--- src/rtl/divider_pkg.sv ---
// Shared types and constants for the restoring divider.
// DIVIDER_EARLY_OUT_EN (see divider.sv) does not affect anything here.
package divider_pkg;

  typedef enum logic [1:0] {
    IDLE = 2'd0,
    CALC = 2'd1,
    FIX  = 2'd2,
    DONE = 2'd3
  } state_t;

  localparam int DefInputSize = 64;
  localparam int CntW         = $clog2(DefInputSize);

  // Iteration-counter width for an arbitrary operand width.
  function automatic int cnt_width(input int n);
    return (n > 1) ? $clog2(n) : 1;
  endfunction

endpackage

--- src/rtl/adder.sv ---
// Ripple adder/subtractor: s = a + b, or a - b when sub = 1.
// c_o = 1 in subtract mode means no borrow (a >= b, unsigned).
module adder #(
  parameter int Width = 65
) (
  input  logic [Width-1:0] a,
  input  logic [Width-1:0] b,
  input  logic             sub,
  output logic [Width-1:0] s,
  output logic             c_o
);

  logic [Width-1:0] w_b_eff;

  assign w_b_eff  = b ^ {Width{sub}};
  assign {c_o, s} = {1'b0, a} + {1'b0, w_b_eff} + (Width + 1)'(sub);

endmodule

--- src/rtl/divider.sv ---
// Multi-cycle restoring divider for DIV/DIVU/REM/REMU, one quotient bit per clock.
// Define DIVIDER_EARLY_OUT_EN to skip CALC for divide-by-zero and signed overflow.
module divider
  import divider_pkg::*;
#(
  parameter int InputSize = 64
) (
  input  logic                 clk,
  input  logic                 rst,
  input  logic                 in_valid,
  output logic                 in_ready,
  input  logic [InputSize-1:0] a,
  input  logic [InputSize-1:0] b,
  input  logic                 is_signed,
  output logic                 out_valid,
  input  logic                 out_ready,
  output logic [InputSize-1:0] q,
  output logic [InputSize-1:0] r,
  output logic                 div_by_zero
);

  localparam int W  = InputSize;
  localparam int CW = cnt_width(InputSize);
  localparam logic [W-1:0] MostNeg = {1'b1, {(W-1){1'b0}}};

  state_t          r_state;
  logic [CW-1:0]   r_cnt;
  logic [W-1:0]    r_dvd;
  logic [W-1:0]    r_quo;
  logic [W-1:0]    r_bmag;
  logic [W-1:0]    r_a;
  logic [W:0]      r_pr;
  logic            r_qneg;
  logic            r_rneg;
  logic            r_bz;
  logic            r_ovf;
  logic            r_in_ready;
  logic            r_out_valid;
  logic [W-1:0]    r_q;
  logic [W-1:0]    r_r;
  logic            r_dbz;

  logic            w_a_neg;
  logic            w_b_neg;
  logic [W-1:0]    w_a_mag;
  logic [W-1:0]    w_b_mag;
  logic            w_b_zero;
  logic            w_ovf;
  logic [W:0]      w_t;
  logic [W:0]      w_diff;
  logic            w_co;
  logic [W-1:0]    w_q_fix;
  logic [W-1:0]    w_r_fix;
  logic            w_unused;

  // Operand conditioning on the accept cycle.
  assign w_a_neg  = is_signed & a[W-1];
  assign w_b_neg  = is_signed & b[W-1];
  assign w_a_mag  = w_a_neg ? (~a + 1'b1) : a;
  assign w_b_mag  = w_b_neg ? (~b + 1'b1) : b;
  assign w_b_zero = (b == '0);
  assign w_ovf    = is_signed && (a == MostNeg) && (b == '1);

  // Shift in the next dividend bit, then trial-subtract |b|.
  assign w_t = {r_pr[W-1:0], r_dvd[W-1]};

  adder #(
    .Width (W + 1)
  ) u_adder (
    .a   (w_t),
    .b   ({1'b0, r_bmag}),
    .sub (1'b1),
    .s   (w_diff),
    .c_o (w_co)
  );

  // The kept remainder is always below |b|, so its top bit never reaches w_t.
  assign w_unused = r_pr[W];

  always_comb begin
    w_q_fix = r_qneg ? (~r_quo + 1'b1) : r_quo;
    w_r_fix = r_rneg ? (~r_pr[W-1:0] + 1'b1) : r_pr[W-1:0];
    if (r_bz) begin
      w_q_fix = '1;
      w_r_fix = r_a;
    end else if (r_ovf) begin
      w_q_fix = r_a;
      w_r_fix = '0;
    end
  end

  always_ff @(posedge clk or posedge rst) begin
    if (rst) begin
      r_state     <= IDLE;
      r_cnt       <= '0;
      r_dvd       <= '0;
      r_quo       <= '0;
      r_bmag      <= '0;
      r_a         <= '0;
      r_pr        <= '0;
      r_qneg      <= 1'b0;
      r_rneg      <= 1'b0;
      r_bz        <= 1'b0;
      r_ovf       <= 1'b0;
      r_in_ready  <= 1'b1;
      r_out_valid <= 1'b0;
      r_q         <= '0;
      r_r         <= '0;
      r_dbz       <= 1'b0;
    end else begin
      case (r_state)
        IDLE: begin
          if (in_valid && r_in_ready) begin
            r_a        <= a;
            r_dvd      <= w_a_mag;
            r_bmag     <= w_b_mag;
            r_qneg     <= w_a_neg ^ w_b_neg;
            r_rneg     <= w_a_neg;
            r_bz       <= w_b_zero;
            r_ovf      <= w_ovf;
            r_pr       <= '0;
            r_quo      <= '0;
            r_cnt      <= '0;
            r_in_ready <= 1'b0;
`ifdef DIVIDER_EARLY_OUT_EN
            r_state    <= (w_b_zero || w_ovf) ? FIX : CALC;
`else
            r_state    <= CALC;
`endif
          end
        end
        CALC: begin
          r_dvd <= {r_dvd[W-2:0], 1'b0};
          r_pr  <= w_co ? w_diff : w_t;
          r_quo <= {r_quo[W-2:0], w_co};
          r_cnt <= r_cnt + 1'b1;
          if (r_cnt == CW'(W - 1)) r_state <= FIX;
        end
        FIX: begin
          r_q         <= w_q_fix;
          r_r         <= w_r_fix;
          r_dbz       <= r_bz;
          r_out_valid <= 1'b1;
          r_state     <= DONE;
        end
        DONE: begin
          if (out_ready) begin
            r_out_valid <= 1'b0;
            r_in_ready  <= 1'b1;
            r_state     <= IDLE;
          end
        end
        default: begin
          r_state     <= IDLE;
          r_in_ready  <= 1'b1;
          r_out_valid <= 1'b0;
        end
      endcase
    end
  end

  assign in_ready    = r_in_ready;
  assign out_valid   = r_out_valid;
  assign q           = r_q;
  assign r           = r_r;
  assign div_by_zero = r_dbz;

endmodule

--- config.mk ---
export PLATFORM = sky130hd
export DESIGN_NAME = divider
export DESIGN_NICKNAME = d
export VERILOG_FILES = /design/src/rtl/divider_pkg.sv /design/src/rtl/adder.sv /design/src/rtl/divider.sv
export SDC_FILE = /design/constraint.sdc
export NUM_CORES = 2
export LEC_CHECK = 0
export CORE_AREA = 2 2 340 342
export CTS_CLUSTER_SIZE = 25
export DETAILED_ROUTE_END_ITERATION = 8
export DIE_AREA = 0 0 342 344
export GPL_TIMING_DRIVEN = 1
export PLACE_DENSITY = 0.44
export RECOVER_POWER = 25
export SLEW_MARGIN = 10
export SYNTH_ARGS = -nofsm -noshare
export SYNTH_HDL_FRONTEND = slang
export SYNTH_SLANG_ARGS = --single-unit
--- constraint.sdc ---
create_clock -name clk -period 18.6 [get_ports clk]
set_clock_uncertainty 0.2 [all_clocks]
set_input_delay 2.79 -clock clk [delete_from_list [all_inputs] [get_ports clk]]
set_output_delay 2.79 -clock clk [all_outputs]
set_load 0.005 [all_outputs]
Yosys cells after proc, flatten, opt, wreduce, memory -nomap -nowiden
Cells that the tools add are included.

operators by class
  add/subtract/negate cells = 7
  eq/ne operators = 9
  reductions and logical operators = 13
  mux-type cells = 26
  bitwise gates (word level) = 8

operators with widths
  kind                     number
  $mux W64                 12
  $pmux W64 S2             3
  $add A64 B1 Y64 const B  4
  $not A64 Y64             4
  $eq A64 B64 Y1 const B   2
  $add A65 B65 Y66         1
  $add A66 B1 Y66 const B  1
  $not A64 Y65             1
  $logic_not A64 Y1        1
  $pmux W6 S2              1
  $pmux W2 S4              1
  $add A6 B1 Y6 const B    1
  $eq A6 B6 Y1 const B     1
  $mux W2                  3
  $mux W6                  1
  $ne A2 B2 Y1 const B     3
  $reduce_and A2 Y1        3
  $reduce_and A3 Y1        2
  $reduce_bool A2 Y1       3
  $eq A2 B2 Y1 const B     2
  $pmux W1 S2              2
  $logic_and A1 B1 Y1      3
  $mux W1                  3
  $and A1 B1 Y1            2
  other kinds (3)          3

storage, ports and cells
  input port bits = 133
  output and inout bits = 131
  word-level logic and storage cells = 79
  register bits = 463

Longest topological paths before layout
  depth in word-level cells = 5
  gate-level depth with buffers = 16
  mapped depth without buffers = 14

Cells and area by module
Synthesis repeated with hierarchy kept, for this count alone.

second synthesis, totals
  cells, all modules = 3442
  area, all modules = 29497.0 um2

modules (own cells, without submodules)
  module   area each (um2)  sequential area each (um2)  instances  cells each
  divider  25011.5          11587.4                     1          2784
  adder    4485.6           0.0                         1          658

Least setup slack after synthesis
No wires, ideal clock.

  kind = input to register
  start point = input a[13]
  end point = register r_dvd[55]
  setup time = 0.127 ns
  arrival time = 5.577 ns
  stages = 11
  path buffers = 0
  slack = 12.696 ns
  path through = or4_1 > nor4_1 > nand4_1 > nor3_1 > nand3_1 > nor4_2 > nand3_1 > o31ai_1 > xnor2_1 > a222oi_1 > inv_1

between the ends
  word-level cells in the longest chain between the ends = 5

ends and longest elaborated chain
  element                 line            RTL
  start: declaration      divider.sv:12   input logic [InputSize-1:0] a,
  $not A64 Y64            divider.sv:59   assign w_a_mag = w_a_neg ? (~a + 1'b1) : a;
  $add A64 B1 Y64         divider.sv:59
  $mux W64                divider.sv:59
  $mux W64                divider.sv:113  if (in_valid && r_in_ready) begin
  $pmux W64 S2            divider.sv:111  case (r_state)
  end signal: assignment  divider.sv:115  r_dvd <= w_a_mag;
  end signal: assignment  divider.sv:133  r_dvd <= {r_dvd[W-2:0], 1'b0};
  end: declaration        divider.sv:28   logic [W-1:0] r_dvd;

No other way between the ends. The select of a mux whose other input is x is not followed.
A chain may end at the register's enable or synchronous reset.

==> metrics.md <==
| Metric | Value |
|---|---|
| Post-DP HPWL | `82.0 mm` |
| Root Buffer | `clkbuf_16` |
| Largest net degree at the start of global routing | `108` |
| H-tree lvl count | `2` |
| Most used cell, CP | `buf_4` |
| Clock transition at path regs | `0.06 ns` |
| Post-cts resize count | `0` |
| Vias in the first global route | `24200` |
| Psw | `1620 uW` |
| CP Capture Type | `asynchronous set/reset pin` |
| Gpl congestion | `0.863` |
| Synth top area share | `0.409` |
| Synth warn | `0` |
| Die height | `344 um` |
| Highest metal used | `met4` |
| Delay-heaviest family, CP | `buffers and inverters` |
| Iteration-0 DRC Markers | `2070` |
| Hold Vio Cnt, Final | `0` |
| Slowest CP cell | `clkinvlp_2` |
| Synthesized Nets | `3656` |
| VDD IR max | `0.0000720 V` |
| Critical path peak fanout | `107` |
| Critical Path RT | `19.05 ns` |
| Nets | `3787` |
| WL final | `108 mm` |
| Initial antenna violation count | `0` |
| Int Power | `2460 uW` |
| Worst setup SP type | `input pin` |
| Total number of vias | `25200` |
| Ys async rst share | `1.00` |
| Simple-Gate Fraction of Synth Area | `0.191` |
| ANT nets after route | `0` |
| Post-Synth XOR/XNOR Area | `0.0938` |
| Core area | `0.114 mm2` |
| RSZ-0062 raised after global routing | `false` |
| Aggregate global routing overflow | `0` |
| Drt drc | `0` |
| Max Fclk | `108 MHz` |
| Clk_lat worst skew | `0.64 ns` |
| CTS Buffer Depth | `3` |
| Clk pwr share | `0.290` |
| Routed length on met2 | `47.6 mm` |
| Max transition margin | `-2.49` |
| Hold Buf Count CTS | `0` |
| Cell count after synthesis | `3447` |
| CP Cell Sequence | `dlygate4sd3_1, clkinvlp_2, buf_4, buf_4, buf_4, buf_4` |
| CP bufs+invs | `6` |
| Leak | `0.0139 uW` |
| 1st-pass router iterations | `5` |
| Largest stage delay, worst path | `2.85 ns` |
| Met1 wire length | `53.0 mm` |
| Initial Utilization | `0.248` |
| Failing checks | `max-capacitance violations, max-slew violations` |
| Buffers on Ports | `263` |
| Row count | `124` |
| Die Width | `342 um` |
| Adder-cell area share of the yosys netlist | `0.0339` |
| CTS buffer count | `55` |
| Final min period | `9.28 ns` |
| Area grow syn2layout | `20.9%` |
| Final hold slack | `0.276 ns` |
| Ports | `264` |
| Worst path arrival time | `9.73 ns` |
| Synth cell types | `73` |
| Worst Hold Class | `reg2reg` |
| Net Sw Frac | `0.398` |
| Max Cap Viol | `10` |
| CTS tree | `done` |
| Final period utilization | `0.499` |
| Final setup vio count | `0` |
| Via density | `4.90` |
| Global-route usage over all layers | `0.179` |
| Post-synth top area cell | `dfrtp_1` |
| Post-Syn Area | `0.0283 mm2` |
| Sequential fraction of the synthesis area | `0.410` |
| Mux cell area share after synthesis | `0.00398` |
| Post-synth EDFFs | `0` |
| Post-synthesis compound-gate area fraction | `0.223` |
| Largest family of logic cells by synthesized area | `compound AO/OA/AOI/OAI gates` |
| Synth top area cells | `dfrtp_1, a21oi_1, nand2_1` |
| Pwr Density | `119 mW/mm2` |
| First-pass GRT wire length | `161 mm` |
| Die area | `0.118 mm2` |
| Layout cells sized above 1 | `0.0406` |
| Routed len/inst | `21.1 um` |
| Slew Limit Fails | `593` |
| Comb power frac | `0.385` |
| CP Class | `in2async` |
| Flop pwr share | `0.325` |
| Post-CTS Setup Bufs | `0` |
| Setup TNS | `0 ns` |
| Syn avg cell area | `8.20 um2` |
| Synth Flop Type | `dfrtp_1` |
| Status | `finished, violations left` |
| Sink Count | `463` |
| Routed met3 length | `4.35 mm` |
| FF+latch count, synth | `463` |
| Slew @ Worst Pin | `5.21 ns` |
-- final cells by class --
type                            count  area (um2)
Clock buffer                       78        1570
Tap cell                         1512        1890
Sequential cell                   463       11600
Multi-Input combinational cell   2655       15500
Timing Repair Buffer              294        2850
Antenna cell                        2        5.00
Inverter                          109         410
Fill cell                       12300       79700
Clock inverter                     25         385
-- kinds of logic (layout without fill, tap and decap cells) --
family                   Yosys count  after routing
flip-flops                       463            463
XOR/XNOR                         303            303
AND/OR/NAND/NOR                 1217           1217
adder cells (fa/ha/maj)           76             76
buffers and inverters            329            506
multiplexers                      11             11
AO/OA/AOI/OAI                   1048           1048
other                              0              2
-- stage by stage --
step / instance area (um2) / worst slack [ns] / cells / utilization / power (uW)
floorplan: 28300 / 2.70 / 3447 / - / 2410
global placement: 32300 / 11.06 / 5033 / 0.284 / 2900
detailed placement: 32300 / 11.06 / 5033 / 0.284 / 2900
CTS: 34300 / 11.75 / 5136 / 0.301 / 4100
global route: 34200 / 8.10 / 5136 / 0.300 / 4360
finish: 34200 / 9.32 / 5138 / 0.300 / 4080
-- power by group through the flow --
stage                     Combinational [uW]  Sequential, uW  Clock, uW
final                                   1570            1330       1180
after CTS                               1570            1320       1210
after detailed placement                1560            1340          0
after floorplan                         1150            1250          0
after global routing                    1760            1350       1260
after global placement                  1560            1340          0
-- flip-flops by register name (all words and copies together), names as in the netlist --
signal / flops
q: 64
in_ready: 1
r_state: 2
r_bz: 1
r: 64
r_a: 64
r_ovf: 1
r_bmag: 64
out_valid: 1
r_dvd: 64
r_qneg: 1
r_rneg: 1
r_quo: 64
r_cnt: 6
r_pr: 64
div_by_zero: 1
-- cells in the final DEF (no fill, tap or decap), types with 8 or more instances in the layout --
master,synthesis,layout
dfrtp_1,462,459
o22ai_1,10,10
nor2b_1,20,20
xnor2_1,130,130
a22oi_1,37,37
and3_1,14,13
clkdlybuf4s50_1,0,260
o21bai_1,14,14
or3_1,35,35
buf_4,0,27
o21a_1,8,8
nor2_1,365,365
o41ai_1,27,27
mux2i_1,9,9
clkbuf_1,198,17
a211oi_1,9,9
xor2_1,173,173
a31oi_1,15,14
inv_1,109,108
nand3_1,50,50
a21oi_1,390,389
or4_1,25,25
o21ai_0,309,309
nand4_1,44,44
a32oi_1,21,21
clkbuf_8,0,9
clkbuf_16,0,56
a22o_1,69,69
nand2b_1,23,23
nor3_1,69,69
bufinv_16,0,9
nand2_1,504,504
and2_1,8,8
o31ai_1,66,66
ha_1,75,74
a21o_1,20,20
o211ai_1,8,8
nor4_1,32,33
-- synthesized netlist by cell type, drive strengths merged, types with 4 or more instances --
| cell | count |
|---|---|
| buf | 22 |
| o21ai | 312 |
| a22oi | 37 |
| xor2 | 173 |
| clkbuf | 198 |
| dfrtp | 462 |
| and3 | 14 |
| mux2i | 9 |
| nor2 | 365 |
| nor4 | 34 |
| nor2b | 20 |
| o21bai | 14 |
| a21boi | 5 |
| a221o | 5 |
| or4 | 29 |
| a22o | 69 |
| ha | 75 |
| and2 | 8 |
| nand3b | 4 |
| o31a | 4 |
| a31oi | 15 |
| nor3 | 70 |
| nand2b | 23 |
| or3 | 35 |
| o41ai | 27 |
| xnor2 | 130 |
| inv | 109 |
| o22ai | 10 |
| o31ai | 68 |
| nand3 | 50 |
| o21a | 8 |
| a21oi | 390 |
| a211oi | 9 |
| o211ai | 8 |
| nand2 | 504 |
| nand4 | 44 |
| a21o | 20 |
| or2 | 8 |
| a32oi | 21 |
-- final timing paths --
check                                start         to  slack, ns  depth (start not counted)
worst min register to register   r_bmag[7]  r_bmag[7]       0.28                          2
worst max register to register  r_state[0]  r_quo[10]      12.49                          7
worst min-delay path             r_bmag[7]  r_bmag[7]       0.28                          2
worst max-delay path                   rst  r_dvd[55]       9.32                          6
max in group clk                  in_valid  r_quo[10]      10.62                          6
min in group asynchronous              rst      q[20]       4.01                          2
-- worst min-delay path: stages (launching register included) --
cell	delay (ns)
dfrtp_1	0.34
nand2_1	0.05
o21ai_0	0.06
-- routing by layer --
metal | vias to the layer above | track usage
li1 | 12400 | -
met1 | 12100 | 0.262
met2 | 554 | 0.275
met3 | 119 | 0.0213
met4 | 0 | 0.0569
met5 | - | 0
(Power assumes the default switching activity.)
